File: config.mk
export PLATFORM = sky130hd
export DESIGN_NAME = if_id_pipe_stage
export DESIGN_NICKNAME = d
export VERILOG_FILES = /design/src/rtl/mips_pkg.sv /design/src/rtl/if_id_skid_buf.sv /design/src/rtl/if_id_pipe_stage.sv
export SDC_FILE = /design/constraint.sdc
export NUM_CORES = 1
export LEC_CHECK = 0
export ABC_CLOCK_PERIOD_IN_PS = 4200
export BUFFER_PORTS_ARGS = -buffer_cell sky130_fd_sc_hd__buf_2
export CORE_ASPECT_RATIO = 0.75
export CORE_UTILIZATION = 47
export DETAILED_ROUTE_END_ITERATION = 8
export GPL_TIMING_DRIVEN = 0
export PLACE_DENSITY = 0.77
export REMOVE_ABC_BUFFERS = 1
export SETUP_SLACK_MARGIN = 0.02
export SLEW_MARGIN = 20
export SYNTH_ARGS = -nofsm -noshare
export SYNTH_HDL_FRONTEND = slang
export SYNTH_SLANG_ARGS = --single-unit
File: constraint.sdc
create_clock -name clk -period 4.2 [get_ports clk]
set_clock_uncertainty 0.1 [all_clocks]
set_input_delay 0.42 -clock clk [delete_from_list [all_inputs] [get_ports clk]]
set_output_delay 0.42 -clock clk [all_outputs]
set_load 0.005 [all_outputs]
File: src/rtl/mips_pkg.sv
// Shared MIPS definitions for the IF/ID pipeline stage.
// Contents: opcode constants, the NOP word, instruction field bit
// positions and a 16-to-32 bit sign-extension helper.
package mips_pkg;

  localparam logic [5:0] OP_RTYPE = 6'h00;
  localparam logic [5:0] OP_J     = 6'h02;
  localparam logic [5:0] OP_BEQ   = 6'h04;
  localparam logic [5:0] OP_LW    = 6'h23;
  localparam logic [5:0] OP_SW    = 6'h2B;

  // sll $0,$0,0
  localparam logic [31:0] NOP_WORD = 32'h0000_0000;

  localparam int OPC_HI = 31;
  localparam int OPC_LO = 26;
  localparam int RS_HI  = 25;
  localparam int RS_LO  = 21;
  localparam int RT_HI  = 20;
  localparam int RT_LO  = 16;
  localparam int RD_HI  = 15;
  localparam int RD_LO  = 11;
  localparam int SH_HI  = 10;
  localparam int SH_LO  = 6;
  localparam int FN_HI  = 5;
  localparam int FN_LO  = 0;
  localparam int IMM_HI = 15;
  localparam int IMM_LO = 0;
  localparam int JI_HI  = 25;
  localparam int JI_LO  = 0;

  function automatic logic [31:0] sext16(input logic [15:0] v);
    return {{16{v[15]}}, v};
  endfunction

endpackage

File: src/rtl/if_id_skid_buf.sv
// Generic two-entry valid/ready skid buffer.
// A main entry drives the output; a skid entry catches a beat that
// arrives while main is held. in_ready_o comes straight from a flop
// (!skid valid), so there is no combinational path from out_ready_i.
// Ports:
//   clk_i, rst_i        clock, async active-high reset
//   flush_i             drop both entries; an incoming beat is discarded
//   in_valid_i/in_ready_o/in_data_i    upstream handshake and data
//   out_valid_o/out_ready_i/out_data_o downstream handshake and data
//   skid_valid_o        skid entry occupied (used for flush accounting)
module if_id_skid_buf #(
  parameter int W = 64
) (
  input  logic         clk_i,
  input  logic         rst_i,
  input  logic         flush_i,
  input  logic         in_valid_i,
  output logic         in_ready_o,
  input  logic [W-1:0] in_data_i,
  input  logic         out_ready_i,
  output logic         out_valid_o,
  output logic [W-1:0] out_data_o,
  output logic         skid_valid_o
);

  logic         main_valid_q, main_valid_d;
  logic [W-1:0] main_data_q, main_data_d;
  logic         skid_valid_q, skid_valid_d;
  logic [W-1:0] skid_data_q, skid_data_d;
  logic         acc, deq;

  assign in_ready_o   = !skid_valid_q;
  assign out_valid_o  = main_valid_q;
  assign out_data_o   = main_data_q;
  assign skid_valid_o = skid_valid_q;

  assign acc = in_valid_i && !skid_valid_q && !flush_i;
  assign deq = main_valid_q && out_ready_i;

  always_comb begin
    main_valid_d = main_valid_q;
    main_data_d  = main_data_q;
    skid_valid_d = skid_valid_q;
    skid_data_d  = skid_data_q;
    if (flush_i) begin
      main_valid_d = 1'b0;
      skid_valid_d = 1'b0;
    end else if (!main_valid_q || deq) begin
      if (skid_valid_q) begin
        // in_ready is low while skid is full, so nothing arrives here
        main_valid_d = 1'b1;
        main_data_d  = skid_data_q;
        skid_valid_d = 1'b0;
      end else begin
        main_valid_d = acc;
        if (acc) main_data_d = in_data_i;
      end
    end else if (acc) begin
      skid_valid_d = 1'b1;
      skid_data_d  = in_data_i;
    end
  end

  always_ff @(posedge clk_i or posedge rst_i) begin
    if (rst_i) begin
      main_valid_q <= 1'b0;
      main_data_q  <= '0;
      skid_valid_q <= 1'b0;
      skid_data_q  <= '0;
    end else begin
      main_valid_q <= main_valid_d;
      main_data_q  <= main_data_d;
      skid_valid_q <= skid_valid_d;
      skid_data_q  <= skid_data_d;
    end
  end

endmodule

File: src/rtl/if_id_pipe_stage.sv
// IF/ID pipeline register with valid/ready handshake, flush, optional
// skid buffer and bubble (NOP) insertion.
// Ports:
//   clk, rst                   clock, async active-high reset
//   in_valid/in_ready          IF handshake; in_pc_plus_four, in_instruction
//   stall, flush, out_ready    ID-side hold, squash and consume
//   out_valid                  held beat valid
//   pc_plus_four .. jump_index decoded fields of the held instruction
//   flush_count                saturating count of squashed valid beats
module if_id_pipe_stage
  import mips_pkg::*;
#(
  parameter int PC_W        = 32,
  parameter int SKID_EN     = 1,
  parameter int ZERO_BUBBLE = 1
) (
  input  logic            clk,
  input  logic            rst,
  input  logic            in_valid,
  output logic            in_ready,
  input  logic [PC_W-1:0] in_pc_plus_four,
  input  logic [31:0]     in_instruction,
  input  logic            stall,
  input  logic            flush,
  input  logic            out_ready,
  output logic            out_valid,
  output logic [PC_W-1:0] pc_plus_four,
  output logic [5:0]      op_code,
  output logic [4:0]      rs,
  output logic [4:0]      rt,
  output logic [4:0]      rd,
  output logic [4:0]      shamt,
  output logic [5:0]      funct,
  output logic [15:0]     immediate,
  output logic [31:0]     imm_sext,
  output logic [25:0]     jump_index,
  output logic [7:0]      flush_count
);

  localparam int DW = PC_W + 32;

  logic            cons_ready;
  logic            main_valid;
  logic [DW-1:0]   main_data;
  logic            skid_valid;
  logic [7:0]      flush_cnt_q, flush_cnt_d;
  logic [8:0]      flush_sum;
  logic            show;
  logic [31:0]     instr_vis;
  logic [PC_W-1:0] pc_vis;

  assign cons_ready = out_ready && !stall;

  if (SKID_EN != 0) begin : g_skid
    if_id_skid_buf #(.W(DW)) u_skid (
      .clk_i        (clk),
      .rst_i        (rst),
      .flush_i      (flush),
      .in_valid_i   (in_valid),
      .in_ready_o   (in_ready),
      .in_data_i    ({in_pc_plus_four, in_instruction}),
      .out_ready_i  (cons_ready),
      .out_valid_o  (main_valid),
      .out_data_o   (main_data),
      .skid_valid_o (skid_valid)
    );
  end else begin : g_noskid
    logic          valid_q;
    logic [DW-1:0] data_q;
    logic          acc;

    assign in_ready   = !valid_q || cons_ready;
    assign acc        = in_valid && in_ready && !flush;
    assign main_valid = valid_q;
    assign main_data  = data_q;
    assign skid_valid = 1'b0;

    always_ff @(posedge clk or posedge rst) begin
      if (rst) begin
        valid_q <= 1'b0;
        data_q  <= '0;
      end else if (flush) begin
        valid_q <= 1'b0;
      end else if (acc) begin
        valid_q <= 1'b1;
        data_q  <= {in_pc_plus_four, in_instruction};
      end else if (valid_q && cons_ready) begin
        valid_q <= 1'b0;
      end
    end
  end

  // Squashed beats are main + skid; the beat offered during flush is not counted.
  always_comb begin
    flush_sum   = {1'b0, flush_cnt_q} + 9'(main_valid) + 9'(skid_valid);
    flush_cnt_d = flush_cnt_q;
    if (flush) flush_cnt_d = flush_sum[8] ? 8'hFF : flush_sum[7:0];
  end

  always_ff @(posedge clk or posedge rst) begin
    if (rst) flush_cnt_q <= '0;
    else     flush_cnt_q <= flush_cnt_d;
  end

  assign out_valid   = main_valid;
  assign flush_count = flush_cnt_q;

  // Decode slices the stored word only; the bubble mask uses registered valid.
  assign show      = main_valid || (ZERO_BUBBLE == 0);
  assign instr_vis = show ? main_data[31:0] : NOP_WORD;
  assign pc_vis    = show ? main_data[DW-1:32] : '0;

  assign pc_plus_four = pc_vis;
  assign op_code      = instr_vis[OPC_HI:OPC_LO];
  assign rs           = instr_vis[RS_HI:RS_LO];
  assign rt           = instr_vis[RT_HI:RT_LO];
  assign rd           = instr_vis[RD_HI:RD_LO];
  assign shamt        = instr_vis[SH_HI:SH_LO];
  assign funct        = instr_vis[FN_HI:FN_LO];
  assign immediate    = instr_vis[IMM_HI:IMM_LO];
  assign imm_sext     = sext16(instr_vis[IMM_HI:IMM_LO]);
  assign jump_index   = instr_vis[JI_HI:JI_LO];

endmodule

==> out/metrics.yaml <==
synthesis:
  ys_seq_area_share_pct: 49.3
  syn_area_sq_mm: 0.00700
  netlist.area_leader.share_pct: 49.3
  syn_avg_cell_area_sq_um: 13.1
  yosysTopAreaCell: "dfrtp_1"
  synth_cell_type_count: 27
  synth_cells: 536
  yosys_warnings: 0
  ys_seq_elements: 138
  synth_area_leaders: "dfrtp_1 (49%), mux2_2 (30%), buf_4 (7.9%)"
floorplan:
  die_w_um: 143
  core.rowCount: 38
  die_area_sq_mm: 0.0154
  core_sq_mm: 0.0145
  ios: 218
  initial_utilization_pct: 48.3
  die_h_um: 108
critical_path:
  critPathArrivalTime_ns: 3.19
  start_kind: "register"
  cp-end-kind: "register"
  path_class: "reg2reg"
  cp.required_ns: 4.38
  crit_path_max_fanout: 35
  cp-startpoint: "g_skid.u_skid.skid_valid_o"
  r2r_start: "g_skid.u_skid.skid_valid_o"
run_status:
  status: "finished, final reports clean"
final_layout:
  drive_gt1_share_pct: 65.1
  layout_common_cells: "buf_2 (217), mux2_2 (189), dfrtp_1 (136)"
  insertedDiodeCount: 0
  nets: 753
  area_growth_pct: 20.4
  mostFrequentLayoutCell: "buf_2"
  nFillCells: 1194
cts:
  clock_latency_ns: 0.41
  htreeDepth: 4
  cts_sinks: 138
  clk_pin_slew_ns: 0.06
  cts_buffers: 17
  cts_tree: "yes"
  clk_path_buf_depth: 2
  cts_root_buf: "clkbuf_16"
sta:
  setup_viol: 0
  period_share_pct: 71.8
  rsz0062_at_grt: "false"
  finalCriticalPeriod_ns: 3.01
  relSlewSlack_pct: 49.7
  tns_ns: 0
  slew_violations: 0
  hold_viol_final: 0
  fin_hold_ws_ns: 0.152
  timing.fmax_ghz: 0.332
  worst_pin_slew_ns: 0.754
global_routing:
  grt_pass1_vias: 4541
  antenna_found_initial: 0
  grt_pass1_wl_um: 22500
  gr-usage-all-layers_pct: 19.0
  grt_max_degree: 79
  gr-total-overflow: 0
power_and_ir_drop:
  p_leak_nw: 4.12
  power.density_mw_per_mm2: 494
  finalPower_mw: 4.16
  ir_drop_uv: 296
route:
  wl_per_cell_um: 15.4
  vias: 4369
  wl_um: 13800
  ant_nets: 0
  viasPerCell: 4.89
  drc_errors: 0
  dr.pass1.iters: 4
  drt_iter0_drc: 140
min_path:
  min_from: "in_pc_plus_four[7]"
  min_path_type: "in2reg"
placement:
  io_buffers: 217
  gp_congestion: 0.718
  dp_hpwl_um: 9660
run:
  cap_violations: 0
==> synthesized netlist by cell type <==
cell type / number
buf_4: 74
nand4_2: 1
ha_1: 1
nand4_1: 2
and4_1: 1
mux2i_1: 3
nand2_1: 8
and3_1: 2
fa_1: 1
dfrtp_1: 138
xor2_1: 1
a211oi_4: 1
mux2_2: 189
nor2_1: 3
buf_1: 1
buf_2: 12
nor3_1: 2
inv_1: 3
and2_1: 64
a21oi_1: 5
mux2_1: 4
buf_6: 6
nand3_1: 2
o21ai_0: 1
nand2b_1: 1
or3_1: 1
clkbuf_1: 9
==> report_power, final <==
| group | switching [mW] | internal [mW] |
|---|---|---|
| Sequential | 0.177 | 1.66 |
| Clock | 0.539 | 1.00 |
| Combinational | 0.305 | 0.474 |
| Total | 1.02 | 3.14 |
==> what timing repair did <==
| item | CTS | global route |
|---|---|---|
| hold endpoints to repair | 60 | 0 |
| setup buffers | 0 | 0 |
| hold buffers | 1 | 0 |
| gates resized for setup | 0 | 0 |
==> final timing paths <==
kind                                                 end  slack [ns]  depth (start not counted)
max in group asynchronous   g_skid.u_skid.out_data_o[37]        2.78                          4
setup reg to reg            g_skid.u_skid.out_data_o[23]        1.19                          8
hold / removal             g_skid.u_skid.skid_data_q[39]        0.15                          2
min in group asynchronous    g_skid.u_skid.out_data_o[6]        0.49                          3
setup / recovery            g_skid.u_skid.out_data_o[23]        1.19                          8
hold reg to reg             g_skid.u_skid.out_data_o[25]        0.38                          1
==> cells by family (layout without fill, tap and decap cells) <==
logic type,Yosys count,count (layout),share of synthesized area [%]
muxes,196,196,31.5
DFF,138,138,49.3
buffers and inverters,105,262,10.5
and+or+nand+nor,87,87,7.44
AOI/OAI and AO/OA,7,7,0.715
adders and majority gates,2,2,0.465
xor gates and xnor gates,1,1,0.125
==> per-layer routing <==
metal	vias to the layer above	wire [um]	global-route usage (%)
met4	0	139	5.53
li1	2056	-	-
met1	2162	6030	22.8
met5	-	0	0
met3	13	806	6.14
met2	138	6790	32.4
==> registers in the layout, summed over array words and instances, names as in the netlist <==
name / flops
g_skid.u_skid.out_data_o: 64
g_skid.u_skid.out_valid_o: 1
g_skid.u_skid.skid_valid_o: 1
g_skid.u_skid.skid_data_q: 64
flush_count: 8
==> per-stage QoR <==
step,instance area (sq um),setup WS [ns],util [%],instances
detailed placement,7800,1.15,53.8,861
floorplan,6280,-0.198,-,434
finish,8430,1.19,58.1,893
global placement,7620,-2.15,52.5,851
global route,8430,1.03,58.1,893
CTS,8430,1.12,58.1,893
==> critical path, stage by stage, from the launching register on <==
cell	delay, ns
dfrtp_4	0.76
buf_12	0.29
nor2_1	0.15
a211oi_4	0.50
buf_6	0.23
buf_8	0.16
buf_8	0.17
buf_6	0.17
mux2_1	0.34
==> final cells by class <==
type | count | area [sq um] | area share, %
flip-flops and latches | 138 | 3460 | 41.0
clock inverters | 12 | 175 | 2.08
multi-input cells | 293 | 2820 | 33.5
inverters | 3 | 18.8 | 0.223
clock buffers | 19 | 443 | 5.26
repair buffers | 228 | 1260 | 14.9
well taps | 200 | 250 | 2.97
Power figures use the tool's default switching activity.
